## config.mk

```make
export PLATFORM = sky130hd
export DESIGN_NAME = cassette_overlay_ctrl
export DESIGN_NICKNAME = d
export VERILOG_FILES = /design/src/rtl/cassette_overlay_pkg.sv /design/src/rtl/cassette_overlay_ctrl_peak_meter.sv /design/src/rtl/cassette_overlay_ctrl.sv
export SDC_FILE = /design/constraint.sdc
export NUM_CORES = 1
export LEC_CHECK = 0
export BUFFER_PORTS_ARGS = -buffer_cell sky130_fd_sc_hd__buf_2
export CORE_ASPECT_RATIO = 1.2
export CORE_UTILIZATION = 35
export CTS_BUF_LIST = sky130_fd_sc_hd__clkbuf_8 sky130_fd_sc_hd__clkbuf_16
export CTS_CLUSTER_SIZE = 25
export DETAILED_ROUTE_END_ITERATION = 16
export PLACE_DENSITY_LB_ADDON = 0.2
export SYNTH_ARGS = -nofsm -noshare
export SYNTH_HDL_FRONTEND = slang
export SYNTH_SLANG_ARGS = --single-unit
export TNS_END_PERCENT = 30
```

## constraint.sdc

```tcl
create_clock -name i_clk -period 3.96 [get_ports i_clk]
set_clock_uncertainty 0.15 [all_clocks]
set_input_delay 0.198 -clock i_clk [delete_from_list [all_inputs] [get_ports i_clk]]
set_output_delay 0.198 -clock i_clk [all_outputs]
set_load 0.005 [all_outputs]
```

## src/rtl/cassette_overlay_pkg.sv

```systemverilog
// Shared state encoding and default glyph/address map for the cassette status overlay.
package cassette_overlay_pkg;

  typedef enum logic [2:0] {IDLE, WL, WR, BAR, DONE} state_t;

  localparam int DEF_SEGMENTS     = 16;
  localparam int DEF_PW           = 25;
  localparam int DEF_AW           = 11;
  localparam int DEF_BAR_ADDR     = 136;
  localparam int DEF_WHEEL_L_ADDR = 331;
  localparam int DEF_WHEEL_R_ADDR = 340;
  localparam int DEF_WHEEL_FRAMES = 4;
  localparam int DEF_PEAK_HOLD    = 30;

  localparam logic [7:0] DEF_WHEEL_BASE = 8'h2A;
  localparam logic [7:0] DEF_BAR_FULL   = 8'h7F;
  localparam logic [7:0] DEF_BAR_EMPTY  = 8'hA6;

endpackage

```

## src/rtl/cassette_overlay_ctrl_peak_meter.sv

```systemverilog
// Per-frame level sample and peak-hold meter with linear decay after the hold time expires.
module peak_meter #(
  parameter int PEAK_HOLD = 30
) (
  input  logic       i_clk,
  input  logic       reset,
  input  logic       i_frame,
  input  logic [7:0] tape_data,
  output logic [7:0] level,
  output logic [7:0] peak
);

  localparam int HW = $clog2(PEAK_HOLD + 1);

  logic [HW-1:0] hold;

  // Decay only runs when peak > sample, so peak - 1 never underflows.
  function automatic logic [7:0] decay(input logic [7:0] pk, input logic [7:0] smp);
    logic [7:0] dec;
    dec = pk - 8'd1;
    return (dec > smp) ? dec : smp;
  endfunction

  always_ff @(posedge i_clk) begin
    if (reset) begin
      level <= '0;
      peak  <= '0;
      hold  <= '0;
    end else if (i_frame) begin
      level <= tape_data;
      if (tape_data >= peak) begin
        peak <= tape_data;
        hold <= HW'(PEAK_HOLD);
      end else if (hold != '0) begin
        hold <= hold - HW'(1);
      end else begin
        peak <= decay(peak, tape_data);
      end
    end
  end

endmodule

```

## src/rtl/cassette_overlay_ctrl.sv

```systemverilog
// Overlay refresh controller: rewrites wheel and progress-bar glyphs on every tape position
// change and hosts the peak-hold level meter.
module cassette_overlay_ctrl
  import cassette_overlay_pkg::*;
#(
  parameter int         SEGMENTS     = DEF_SEGMENTS,
  parameter int         PW           = DEF_PW,
  parameter int         AW           = DEF_AW,
  parameter int         BAR_ADDR     = DEF_BAR_ADDR,
  parameter int         WHEEL_L_ADDR = DEF_WHEEL_L_ADDR,
  parameter int         WHEEL_R_ADDR = DEF_WHEEL_R_ADDR,
  parameter logic [7:0] WHEEL_BASE   = DEF_WHEEL_BASE,
  parameter int         WHEEL_FRAMES = DEF_WHEEL_FRAMES,
  parameter logic [7:0] BAR_FULL     = DEF_BAR_FULL,
  parameter logic [7:0] BAR_EMPTY    = DEF_BAR_EMPTY,
  parameter int         PEAK_HOLD    = DEF_PEAK_HOLD
) (
  input  logic          i_clk,
  input  logic          reset,
  input  logic          i_frame,
  input  logic [PW-1:0] pos,
  input  logic [PW-1:0] max,
  input  logic [7:0]    tape_data,
  output logic          wr_en,
  output logic [AW-1:0] wr_addr,
  output logic [7:0]    wr_data,
  output logic          busy,
  output logic [7:0]    level,
  output logic [7:0]    peak
);

  localparam int SEG_LG = $clog2(SEGMENTS);
  localparam int IW     = SEG_LG + 1;
  localparam int PHW    = $clog2(WHEEL_FRAMES);

  state_t          state, state_nxt;
  logic [PW-1:0]   pos_r, pos_s, max_s;
  logic [PW:0]     thr, step, step_in;
  logic [IW-1:0]   seg_i;
  logic [PHW-1:0]  ph, ph_nxt;
  logic            pending, change, fwd, go, seg_wr, seg_full;
  logic            wr_en_d;
  logic [AW-1:0]   wr_addr_d;
  logic [7:0]      wr_data_d;

  function automatic logic [7:0] wheel_glyph(input logic [PHW-1:0] p);
    return WHEEL_BASE + 8'(p);
  endfunction

  assign change   = (pos != pos_r);
  assign fwd      = (pos > pos_r);
  assign go       = change | pending;
  assign step_in  = {1'b0, max} >> SEG_LG;
  assign seg_wr   = (state == WR) || ((state == BAR) && (seg_i != IW'(SEGMENTS)));
  assign seg_full = (max_s != '0) && ({1'b0, pos_s} >= thr);

  always_comb begin
    ph_nxt = ph;
    if (change) ph_nxt = fwd ? ph + PHW'(1) : ph - PHW'(1);
  end

  // Outputs are registered, so each state computes the write presented in the following cycle.
  always_comb begin
    state_nxt = state;
    wr_en_d   = 1'b0;
    wr_addr_d = wr_addr;
    wr_data_d = wr_data;
    unique case (state)
      IDLE: if (go) begin
        state_nxt = WL;
        wr_en_d   = 1'b1;
        wr_addr_d = AW'(WHEEL_L_ADDR);
        wr_data_d = wheel_glyph(ph_nxt);
      end
      WL: begin
        state_nxt = WR;
        wr_en_d   = 1'b1;
        wr_addr_d = AW'(WHEEL_R_ADDR);
        wr_data_d = wheel_glyph(ph_nxt + PHW'(WHEEL_FRAMES / 2));
      end
      WR, BAR: begin
        if (seg_wr) begin
          state_nxt = BAR;
          wr_en_d   = 1'b1;
          wr_addr_d = AW'(BAR_ADDR) + AW'(seg_i);
          wr_data_d = seg_full ? BAR_FULL : BAR_EMPTY;
        end else begin
          state_nxt = DONE;
        end
      end
      DONE:    state_nxt = IDLE;
      default: state_nxt = IDLE;
    endcase
  end

  // Control registers
  always_ff @(posedge i_clk) begin
    if (reset) begin
      state   <= IDLE;
      pending <= 1'b1;
      ph      <= '0;
      wr_en   <= 1'b0;
      wr_addr <= '0;
      wr_data <= '0;
      busy    <= 1'b0;
    end else begin
      state   <= state_nxt;
      ph      <= ph_nxt;
      wr_en   <= wr_en_d;
      wr_addr <= wr_addr_d;
      wr_data <= wr_data_d;
      busy    <= (state_nxt != IDLE);
      if ((state == IDLE) && go) pending <= 1'b0;
      else if (change)           pending <= 1'b1;
    end
  end

  // Pass datapath: snapshot on pass start, then walk the threshold one segment at a time
  always_ff @(posedge i_clk) begin
    pos_r <= pos;
    if ((state == IDLE) && go) begin
      pos_s <= pos;
      max_s <= max;
      step  <= step_in;
      thr   <= step_in;
      seg_i <= '0;
    end else if (seg_wr) begin
      seg_i <= seg_i + IW'(1);
      thr   <= thr + step;
    end
  end

  peak_meter #(.PEAK_HOLD(PEAK_HOLD)) u_meter (
    .i_clk     (i_clk),
    .reset     (reset),
    .i_frame   (i_frame),
    .tape_data (tape_data),
    .level     (level),
    .peak      (peak)
  );

endmodule

```

==> impl_metrics.env, run 1 <==
export IMPL_status="complete, no violations"
export IMPL_hp_start="i_frame"
export IMPL_drive_above_1_share_pct=15.02
export IMPL_htree_num_levels=4
export IMPL_antenna_left=0
export IMPL_wl_met2_mm=9.141
export IMPL_hold_path_class="input port to flip-flop"
export IMPL_cp_end_kind="flip-flop"
export IMPL_yosys_top_cells_area="edfxtp_1 (27%), dfxtp_1 (20%), ha_1 (15%)"
export IMPL_worstMarginPinSlew_ns=1.080
export IMPL_slew_viol_final=0
export IMPL_rows=60
export IMPL_grt_max_degree=40
export IMPL_crit_path_start_kind="input port"
export IMPL_dr_pass1_iters=5
export IMPL_wl_mm=18.61
export IMPL_cap_viol_max_count=0
export IMPL_crit_type="input port to flip-flop"
export IMPL_min_to="u_meter.hold[4]"
export IMPL_n_antenna_cell=0
export IMPL_rsz0062_at_grt="no"
export IMPL_fmax_mhz=283.7
export IMPL_fin_crit_ns=3.524
export IMPL_clk_pin_slew_ns=0.06
export IMPL_powerDensity_nw_per_um2=623.5
export IMPL_path_max_fanout=33
export IMPL_setup_viol=0
export IMPL_wl_met3_um=610
export IMPL_start_util_pct=35.70
export IMPL_viasPerCell=4.898
export IMPL_vias=6162
export IMPL_mostFrequentLayoutCell="buf_2"
export IMPL_cts_setup_buffers=0
export IMPL_synth_ff_type="dfxtp_1"
export IMPL_fin_setup_tns_ns=0
export IMPL_top_layer_used="met4"
export IMPL_synth_edf_count=71
export IMPL_synthCells=804
export IMPL_cts_path_max_buffers=2
export IMPL_wl_met1_mm=8.553
export IMPL_gp_congestion=0.8391
export IMPL_report_power_total_uw=6230
export IMPL_die_area_um2=23510
export IMPL_layout_common_cells="buf_2 (95), ha_1 (93), inv_1 (83), dfxtp_1 (79), edfxtp_1 (71)"
export IMPL_r2r_end="u_meter.peak[2]"
export IMPL_n_fill_cell=2165
export IMPL_hold_depth=3
export IMPL_hold_viol=0
export IMPL_synth_async_sr_flop_share_pct=0
export IMPL_grt_pass1_wl_mm=30.88
export IMPL_r2r_cells=13
export IMPL_synth_top_area_share_pct=26.60
export IMPL_synthesis_area_um2=8014
export IMPL_die_height_um=167.8
export IMPL_maxSlewHeadroom_pct=27.60
export IMPL_wl_per_cell_um=14.79
export IMPL_synth_cell_type_count=61
export IMPL_yosysWarnings=0
export IMPL_antenna_found_initial=0
export IMPL_drt_iter0_drc=223
export IMPL_gr_usage_all_layers_pct=16.81
export IMPL_yosysTopAreaCell="edfxtp_1"
export IMPL_io_buffer_count=95
export IMPL_worstPathRequired_ns=3.96
export IMPL_cts_buffers=17
export IMPL_dp_hpwl_mm=13.81
export IMPL_area_growth_pct=24.68
export IMPL_arrival_ns=3.52
export IMPL_io_pins=98
export IMPL_numClockSinks=150
export IMPL_gr_total_overflow=0
export IMPL_clockRootBuffer="clkbuf_16"
export IMPL_die_w_um=140.1
export IMPL_drc=0
export IMPL_grt_pass1_vias=6254
export IMPL_multi_input_area_um2=3895
export IMPL_seqCellArea_um2=3714
export IMPL_clk_latency_ns=0.42
export IMPL_fin_nets=1121
export IMPL_postSynthAreaPerCell_um2=9.968
export IMPL_r2r_start="u_meter.peak[0]"
export IMPL_synth_seq_cells=150
export IMPL_post_route_period_util_pct=89.00
export IMPL_rrSetupSlack_ns=0.60
export IMPL_cts_tree="built"
export IMPL_coreArea_um2=22450
export IMPL_ir_worst_vdd_mv=0.2787
export IMPL_ys_seq_area_share_pct=46.34
export IMPL_p_leak_uw=0.004452
## state kept, by name, indices dropped and copies added (netlist names)
| name | flops |
|---|---|
| ph | 2 |
| seg_i | 5 |
| busy | 1 |
| pos_r | 25 |
| pos_s | 25 |
| u_meter.hold | 5 |
| max_s | 25 |
| state | 3 |
| thr | 26 |
| u_meter.level | 8 |
| wr_data | 7 |
| wr_addr | 8 |
| wr_en | 1 |
| pending | 1 |
| u_meter.peak | 8 |
## critical path: stages
cell	delay (ns)
dlygate4sd3_1	0.56
buf_2	0.15
ha_1	0.29
nand4_1	0.13
or3_1	0.40
or4_1	0.68
o31a_4	0.36
nand2_4	0.07
inv_2	0.22
buf_4	0.29
nand2_1	0.08
o31ai_1	0.06
## how the worst max path moves through the flow
stage / start / slack [ns] / to / cells past startpoint
after floorplan: pos_r[14] / 0.12 / thr[16] / 12
after global placement: pos_r[14] / 0.60 / thr[0] / 11
after detailed placement: pos[14] / 0.55 / thr[8] / 11
after CTS: pos[14] / 0.43 / thr[0] / 12
after global routing: pos[14] / 0.28 / thr[7] / 12
final: pos[14] / 0.44 / thr[13] / 12
## timing repair
item | 4_1_cts | 5_1_grt
resized for setup | 0 | 0
endpoints found under the hold margin | 107 | 0
hold buffers | 58 | 0
## metrics by stage
stage               util [%]  area, um2  setup slack, ns  std cells  hold slack [ns]
finish                 44.52       9992           0.4356       1258           0.1084
CTS                    44.52       9992           0.4318       1258          0.08857
detailed placement     39.21       8801           0.5507       1168           0.1829
global placement       39.21       8801           0.6028       1168           0.1804
global route           44.52       9992           0.2754       1258           0.1317
floorplan                  -       8018           0.1225        805          0.07572
## routing by layer
layer / GRT usage (%) / vias to the layer above
li1: - / 3219
met1: 20.19 / 2820
met2: 29.48 / 102
met3: 3.689 / 21
met4: 5.733 / 0
met5: 0 / -
## Yosys cell counts (3+ instances only)
cell type / n
and3_1: 4
dfxtp_1: 79
a211oi_1: 13
o21ai_0: 45
clkbuf_1: 9
xor2_1: 12
edfxtp_1: 71
a21o_1: 14
o32ai_1: 4
o31ai_1: 6
nor2_1: 67
nand2b_1: 12
nand3_1: 22
mux2i_1: 18
nand2_1: 47
a31oi_1: 5
or4_1: 3
and2_1: 4
a211o_1: 3
ha_1: 93
inv_1: 83
a21oi_1: 58
buf_4: 4
nand4_1: 13
buf_2: 3
xnor2_1: 16
o21a_1: 7
o21ba_2: 4
o21bai_1: 4
nor2b_1: 8
nor4_1: 10
nor3_1: 25
## layout make-up
type / count / area share, %
Multi-Input combinational cell: 553 / 38.98
Sequential cell: 150 / 37.17
Timing Repair Buffer: 160 / 11.09
Clock buffer: 21 / 5.034
Tap cell: 279 / 3.494
Inverter: 84 / 3.156
Clock inverter: 11 / 1.077
## cell families after synthesis
logic type | synth area share (%)
multiplexers | 2.529
flip-flops | 46.34
buffers and inverters | 5.105
AO/OA/AOI/OAI | 14.54
AND/OR/NAND/NOR | 13.61
other | 0.04679
adder cells (fa/ha/maj) | 14.77
XOR/XNOR | 3.060
## power breakdown
part           internal [uW]  switching (uW)
logic                   1060            1360
clock network            982             664
registers               1970             186
No activity file was read; power rests on OpenSTA's default activity.
==> run 2, diff against run 1 <==
Settings changed: CAP_MARGIN set to 30, SYNTH_HIERARCHICAL set to 1.
==> run 2 against run 1 <==
Count of clock-buffer cells in the layout increased by 1; design area up 1.9%; largest cell class unchanged; critical path depth fell by 2; fmax rose by 18%; clock power hardly changed; worst setup slack improved by 0.53 ns; total power increased by 5.7%.
==> impl_metrics.env, run 2 <==
export IMPL_antenna_left=0
export IMPL_setup_viol=0
export IMPL_r2r_start="u_meter/peak[2]"
export IMPL_worstPathRequired_ns=4.13
export IMPL_yosys_top_cells_area="edfxtp_1 (26%), dfxtp_1 (19%), ha_1 (14%)"
export IMPL_drive_above_1_share_pct=16.80
export IMPL_fin_crit_ns=2.993
export IMPL_critical_path_cell_chain="inv_1, nand4_1, nor4_1, xnor2_1, ha_1, a21oi_1, o21ai_0, o211a_1, or4_1, o311ai_1"
export IMPL_grt_pass1_wl_mm=31.40
export IMPL_die_area_um2=23910
export IMPL_fmax_mhz=334.1
export IMPL_pwr_share_comb_pct=41.3
export IMPL_synth_seq_cells=150
export IMPL_synth_ff_type="dfxtp_1"
export IMPL_gp_congestion=0.8366
export IMPL_n_antenna_cell=0
export IMPL_cp_top_family="simple AND/OR/NAND/NOR gates"
export IMPL_post_cts_resize_count=0
export IMPL_slowest_delay_ns=0.48
export IMPL_hold_depth=3
export IMPL_layout_common_cells="buf_2 (95), ha_1 (93), inv_1 (86), dfxtp_1 (79), nor2_1 (77)"
export IMPL_min_to="u_meter/hold[3]"
export IMPL_cts_path_max_buffers=2
export IMPL_muxShareOfSynthArea_pct=1.520
export IMPL_cap_viol_max_count=0
export IMPL_path_max_fanout=6
export IMPL_viasPerCell=4.833
export IMPL_p_sw_share_pct=36.87
export IMPL_powerDensity_nw_per_um2=646.4
export IMPL_synth_async_sr_flop_share_pct=0
export IMPL_largest_reg_flops=26
export IMPL_io_buffer_count=95
export IMPL_io_pins=98
export IMPL_ir_worst_vdd_mv=0.3377
export IMPL_yosysMostFrequentCell="ha_1"
export IMPL_synth_compound_area_share_pct=15.27
export IMPL_start_util_pct=35.95
export IMPL_hold_viol=0
export IMPL_numClockSinks=150
export IMPL_die_height_um=169.2
export IMPL_area_growth_pct=24.93
export IMPL_seq_power_share_pct=33.1
export IMPL_grt_max_degree=49
export IMPL_gr_total_overflow=0
export IMPL_ys_seq_area_share_pct=45.56
export IMPL_status="complete, no violations"
export IMPL_cp_end_kind="flip-flop"
export IMPL_power_frac_clock_pct=25.6
export IMPL_coreArea_um2=22670
export IMPL_rows=60
export IMPL_r2r_end="u_meter/peak[6]"
export IMPL_hp_start="i_frame"
export IMPL_antenna_found_initial=0
export IMPL_yosys_area_share_xor_xnor_pct=3.008
export IMPL_arrival_ns=3.16
export IMPL_clk_latency_ns=0.43
export IMPL_crit_type="flip-flop to flip-flop"
export IMPL_cp_slowest_cell="or4_1"
export IMPL_wl_per_cell_um=14.82
export IMPL_postSynthAreaPerCell_um2=10.05
export IMPL_htree_num_levels=4
export IMPL_finalWorstSetupSlack_ns=0.9671
export IMPL_synth_simple_gate_area_share_pct=14.72
export IMPL_synth_top_area_share_pct=26.16
export IMPL_slew_viol_final=0
export IMPL_fin_setup_tns_ns=0
export IMPL_yosysWarnings=6
export IMPL_largest_register="thr"
export IMPL_gr_usage_all_layers_pct=16.89
export IMPL_synth_top_family_by_area="compound AO/OA/AOI/OAI gates"
export IMPL_synth_cell_type_count=75
export IMPL_rrSetupSlack_ns=0.97
export IMPL_cts_buffers=17
export IMPL_finalInstanceArea_um2=10180
export IMPL_mostFrequentLayoutCell="buf_2"
export IMPL_synthesis_area_um2=8152
export IMPL_fin_nets=1124
export IMPL_clk_pin_slew_ns=0.07
export IMPL_synthTopCellsByCount="ha_1 (93), inv_1 (85), dfxtp_1 (79)"
export IMPL_die_w_um=141.3
export IMPL_wl_mm=19.15
export IMPL_crit_buf_inv=1
export IMPL_vias=6244
export IMPL_r2r_cells=10
export IMPL_internal_power_uw=4156
export IMPL_cts_setup_buffers=0
export IMPL_crit_path_start_kind="flip-flop"
export IMPL_dpl_cell_area_um2=8977
export IMPL_drc=0
export IMPL_worstMarginPinSlew_ns=0.8684
export IMPL_synthCells=811
export IMPL_dp_hpwl_mm=14.22
export IMPL_preCtsSetupSlack_ns=1.016
export IMPL_clockRootBuffer="clkbuf_16"
export IMPL_maxSlewHeadroom_pct=42.11
export IMPL_drt_iter0_drc=236
export IMPL_post_route_period_util_pct=75.58
export IMPL_synth_edf_count=71
export IMPL_rsz0062_at_grt="no"
export IMPL_cts_tree="built"
export IMPL_grt_pass1_vias=6276
export IMPL_synth_fa_ha_area_share_pct=14.52
export IMPL_p_sw_uw=2427
export IMPL_dr_pass1_iters=5
export IMPL_p_leak_uw=0.004467
export IMPL_hold_path_class="input port to flip-flop"
export IMPL_yosysTopAreaCell="edfxtp_1"
## run 2: worst max path at each step
stage,to,cells past startpoint,from,slack (ns)
3_5_place_dp,u_meter/peak[6],11,u_meter/peak[0],1.02
3_3_place_gp,thr[6],9,pos[20],0.99
2_1_floorplan,max_s[0],8,pos_r[20],0.65
4_1_cts,u_meter/peak[6],11,u_meter/peak[0],0.98
5_1_grt,u_meter/peak[6],11,u_meter/peak[0],0.72
6_report,u_meter/peak[6],10,u_meter/peak[2],0.97
## run 2: cell type report
| class | count | area (um2) |
|---|---|---|
| clock inverters | 10 | 86.33 |
| multi-input cells | 553 | 4009 |
| clock buffers | 22 | 539.3 |
| well taps | 310 | 387.9 |
| flip-flops and latches | 150 | 3714 |
| fillers | 2219 | 12490 |
| inverters | 87 | 326.6 |
| repair buffers | 160 | 1121 |
## run 2: tightest hold or removal path: cells and delay by family
kind | cells | cell delay, ns
buffers and inverters | 1 | 0.26
AO/OA/AOI/OAI | 2 | 0.21
## run 2: power groups by stage
stage | clock (uW) | combinational [uW] | sequential [uW]
after global placement | 0 | 2630 | 2220
after CTS | 1720 | 2730 | 2180
final | 1680 | 2720 | 2180
after detailed placement | 0 | 2670 | 2210
after floorplan | 0 | 2040 | 2150
after global routing | 1780 | 3120 | 2220
## run 2: repair_timing
item	in CTS	in global routing
endpoints found under the setup margin	0	0
hold buffers	58	0
hold endpoints to repair	108	0
## run 2: stage by stage
stage / power (uW) / cells / util [%] / hold WS (ns)
2_1_floorplan: 4186 / 812 / - / 0.07572
3_3_place_gp: 4854 / 1201 / 39.51 / 0.1833
3_5_place_dp: 4881 / 1202 / 39.60 / 0.1878
4_1_cts: 6632 / 1292 / 44.92 / 0.1247
5_1_grt: 7124 / 1292 / 44.92 / 0.1565
6_report: 6583 / 1292 / 44.92 / 0.1470
## run 2: per-layer routing
layer,vias up,share of wire [%],GRT usage [%]
li1,3227,-,-
met1,2880,47,21.63
met2,111,48,28.22
met3,26,3.4,3.499
met4,0,2.0,5.718
met5,-,0,0
## run 2: cell families after synthesis
kind of cell               count (synthesis)
and+or+nand+nor                          239
AOI/OAI and AO/OA                        178
DFF                                      150
buffers and inverters                    109
adders and majority gates                 94
xor gates and xnor gates                  28
muxes                                     12
other                                      1
